`config.mk`:
```
export PLATFORM = sky130hd
export DESIGN_NAME = updown_mod_counter
export DESIGN_NICKNAME = d
export VERILOG_FILES = /design/src/rtl/updown_pkg.sv /design/src/rtl/updown_mod_counter.sv
export SDC_FILE = /design/constraint.sdc
export NUM_CORES = 1
export LEC_CHECK = 0
export CAP_MARGIN = 20
export CORE_AREA = 2 2 39 41
export DETAILED_ROUTE_END_ITERATION = 6
export DIE_AREA = 0 0 41 43
export MAX_ROUTING_LAYER = met4
export PLACE_DENSITY_LB_ADDON = 0.2
export SLEW_MARGIN = 15
export SYNTH_ARGS = -nofsm -noshare
export SYNTH_HDL_FRONTEND = slang
export SYNTH_SLANG_ARGS = --single-unit
```
`constraint.sdc`:
```
create_clock -name clk -period 1.85 [get_ports clk]
set_input_delay 0.2775 -clock clk [delete_from_list [all_inputs] [get_ports clk]]
set_output_delay 0.2775 -clock clk [all_outputs]
set_load 0.01 [all_outputs]
```
`src/rtl/updown_pkg.sv`:
```
// rtl/updown_pkg.sv - shared direction/mode constants and parameter check for up/down counters
`ifndef UPDOWN_PKG_SV
`define UPDOWN_PKG_SV

// True when WIDTH is 1..32 and MODULUS is 2..2^WIDTH.
`define UPDOWN_PARAMS_LEGAL(w, m) (((w) >= 1) && ((w) <= 32) && ((m) >= 2) && ((m) <= (64'd1 << (w))))

package updown_pkg;

  localparam logic DIR_UP    = 1'b1;
  localparam logic DIR_DOWN  = 1'b0;

  localparam logic MODE_WRAP = 1'b0;
  localparam logic MODE_SAT  = 1'b1;

endpackage

`endif

```
`src/rtl/updown_mod_counter.sv`:
```
// rtl/updown_mod_counter.sv - parametrised modulo up/down counter with load, wrap/saturate and event pulse
module updown_mod_counter
  import updown_pkg::*;
#(
  parameter int     WIDTH   = 3,
  parameter longint MODULUS = 8
) (
  input  logic             clk,
  input  logic             rst,
  input  logic             en,
  input  logic             up_down,
  input  logic             sat_mode,
  input  logic             load,
  input  logic [WIDTH-1:0] load_val,
  output logic [WIDTH-1:0] count,
  output logic             at_max,
  output logic             at_min,
  output logic             event_pulse
);

  if (!(`UPDOWN_PARAMS_LEGAL(WIDTH, MODULUS))) begin : g_param_check
    $error("updown_mod_counter: illegal WIDTH/MODULUS combination");
  end

  // Limits are held one bit wider so MODULUS = 2^WIDTH compares correctly.
  localparam logic [WIDTH:0]   MAX_EXT = (WIDTH+1)'(MODULUS - 1);
  localparam logic [WIDTH-1:0] MAX_VAL = MAX_EXT[WIDTH-1:0];

  logic [WIDTH:0]   count_ext;
  logic [WIDTH-1:0] count_nxt;
  logic             event_nxt;

  assign count_ext = {1'b0, count};

  always_comb begin
    count_nxt = count;
    event_nxt = 1'b0;
    if (load) begin
      count_nxt = ({1'b0, load_val} > MAX_EXT) ? MAX_VAL : load_val;
    end else if (en) begin
      if (up_down == DIR_UP) begin
        if (count_ext < MAX_EXT) begin
          count_nxt = WIDTH'(count_ext + 1'b1);
        end else begin
          event_nxt = 1'b1;
          if (sat_mode != MODE_SAT) count_nxt = '0;
        end
      end else begin
        if (count_ext != '0) begin
          count_nxt = WIDTH'(count_ext - 1'b1);
        end else begin
          event_nxt = 1'b1;
          if (sat_mode != MODE_SAT) count_nxt = MAX_VAL;
        end
      end
    end
  end

  always_ff @(posedge clk or negedge rst) begin
    if (!rst) begin
      count       <= '0;
      event_pulse <= 1'b0;
    end else begin
      count       <= count_nxt;
      event_pulse <= event_nxt;
    end
  end

  assign at_max = (count == MAX_VAL);
  assign at_min = (count == '0);

endmodule

```
==> metrics.yaml <==
status: "finished, final reports clean"
relSlewSlack: 0.799
yosysSeqAreaShare: 0.259
die_w_um: 41
fin_crit_sh: 0.947
io_pins: 15
hpwl_um: 675
fin_area_um2: 613
place_area_um2: 581
power_switching_uw: 182
first_pass_iters: 4
portBuffers: 14
antenna_cells: 0
drv_cap: 0
p_int_uw: 338
worstSetupEndpointType: "register"
vias: 367
p_clk_frac: 0.208
fillCellCount: 148
synth_flop_cell: "dfrtp_1"
power.leakage_nw: 0.287
initial_core_util: 0.279
r2r_start: "count[1]$_DFFE_PN0P_"
synth.area.top_cells: "dfrtp_1, ha_1, o31ai_1"
drive_above_1_share: 0.295
p_seq_frac: 0.259
path_clk_slew_ns: 0.04
ff2ff_path_depth: 6
worstPathRequired_ns: 1.97
cts_sinks: 4
pre_cts_ws_ns: 0.0483
drtIter0Drc: 5
grt_overflow: 0
period_needed_ns: 1.75
skew_ns: 0.00613
clockBufferDepth: 2
synth_area_leader_cell: "dfrtp_1"
routabilityCongestion: 0.847
hold_viol: 0
cp-start-kind: "register"
grt_pass1_wl_um: 1430
drtAntennaViolNets: 0
tightest_slew_ns: 0.302
htree_levels: 1
slew_violations: 0
fp.dieH_um: 43
r2r-end: "count[2]$_DFFE_PN0P_"
grt_start_max_net_pins: 11
synth_edf_count: 0
wire_per_inst_um: 10.8
root_buffer: "clkbuf_4"
netlist_area_um2: 387
coreArea_um2: 1380
num_rows: 14
hold_path.class: "input port to asynchronous set/reset pin"
syn_to_final_growth_pct: 58.6
cts_tree: "built"
p_comb_frac: 0.533
fmax_mhz: 571
cts_made_buffers: 3
holdBufCountCts: 0
synth_commonest_cells: "dfrtp_1, ha_1, inv_1, o31ai_1"
syn-mean-instance-area_um2: 9.91
drc_errors: 0
syn_nets: 52
synth-seq-cells: 4
synth_top_area_frac: 0.259
r2r_slack_ns: 0.1
sw_frac_of_total: 0.351
nNetsFinal: 76
crit_type: "register to register"
dieArea_um2: 1760
setup_viol_count_final: 0
setup_tns_ns: 0
fin_ws_ns: 0.0974
antenna_found_initial: 0
grt_pass1_vias: 357
crit_arrival_ns: 1.87
clk_latency_ns: 0.24
grt_setup_unrepaired: "false"
grt_use_total: 0.121
wl_um: 832
hold_ws_ns: 0.237
ys_warn_count: 0
async_reset_ff_frac: 1.00
viasPerCell: 4.77
p_total_uw: 520
powerDensity_nw_per_um2: 848
path_max_fanout: 4
synthDistinctLibCells: 25
ir_drop_mv: 0.282
synthCells: 39
## routing by layer
layer | track usage | vias up | wire length (µm)
met5 | - | - | 0
met4 | 0.0600 | 0 | 26
met3 | 0.0157 | 2 | 36
met2 | 0.175 | 14 | 358
met1 | 0.159 | 164 | 411
li1 | - | 187 | -
## cells in the final DEF (no fill, tap or decap), drive strengths merged
cell | synthesis | layout
mux2 | 1 | 1
nor2 | 3 | 3
inv | 3 | 3
a311oi | 1 | 1
and2b | 1 | 1
ha | 4 | 4
a21oi | 2 | 2
nand4 | 1 | 1
dlygate4sd2 | 0 | 2
o31ai | 3 | 3
a21bo | 1 | 1
o21bai | 1 | 1
or3b | 1 | 1
a211oi | 1 | 1
nand3 | 2 | 2
nor2b | 1 | 1
nand4b | 1 | 1
clkdlybuf4s50 | 0 | 12
mux2i | 2 | 2
or2b | 1 | 1
a21boi | 1 | 1
buf | 1 | 6
clkbuf | 0 | 3
dfrtp | 4 | 4
nand2b | 1 | 1
nand2 | 2 | 2
## state kept, by name (all words and copies together) (netlist names)
register,count
event_pulse,1
count,3
## how the worst max path moves through the flow
stage                                       to  cells after the start                 start  slack [ns]
final                     count[2]$_DFFE_PN0P_                      6  count[1]$_DFFE_PN0P_         0.1
after detailed placement  count[2]$_DFFE_PN0P_                      5               up_down        0.05
after floorplan           count[2]$_DFFE_PN0P_                      6  count[0]$_DFFE_PN0P_        0.07
after CTS                 count[2]$_DFFE_PN0P_                      6  count[1]$_DFFE_PN0P_        0.08
after global placement    count[2]$_DFFE_PN0P_                      5               up_down        0.06
after global routing      count[2]$_DFFE_PN0P_                      6  count[1]$_DFFE_PN0P_        0.03
## cell type report
class	count	area, µm²	share of cell area
Timing Repair Buffer	20	183	0.298
Clock buffer	3	22.5	0.0367
Tap cell	16	20.0	0.0327
Sequential cell	4	100	0.163
Inverter	3	11.3	0.0184
Multi-Input combinational cell	31	277	0.451
## worst max-delay path: stages, from the launching register on
cell and delay (ns):
dfrtp_1 0.41, inv_1 0.13, ha_4 0.16, or3b_4 0.40, a21oi_4 0.16, nor2_2 0.08, mux2_4 0.29
## cell families after synthesis
group                      share of synthesized area
muxes                                         0.0906
and+or+nand+nor                                0.227
DFF                                            0.259
adders and majority gates                      0.129
AOI/OAI and AO/OA                              0.236
buffers and inverters                         0.0582
## power groups by stage
stage / clock [mW] / sequential (mW) / combinational, mW
after floorplan: 0 / 0.146 / 0.131
after global placement: 0 / 0.136 / 0.271
after detailed placement: 0 / 0.136 / 0.269
after CTS: 0.108 / 0.135 / 0.265
after global routing: 0.118 / 0.140 / 0.307
final: 0.108 / 0.135 / 0.277
## repair_timing
item | CTS | global route
endpoints found under the setup margin | 2 | 1
setup buffers | 0 | 0
pin swaps | 0 | 0
resized for setup | 3 | 1
## stage by stage
stage                     utilization  instances
after global routing            0.443         77
after global placement          0.420         74
final                           0.443         77
after detailed placement        0.420         74
after floorplan                     -         39
after CTS                       0.436         77
(Power assumes the default switching activity.)
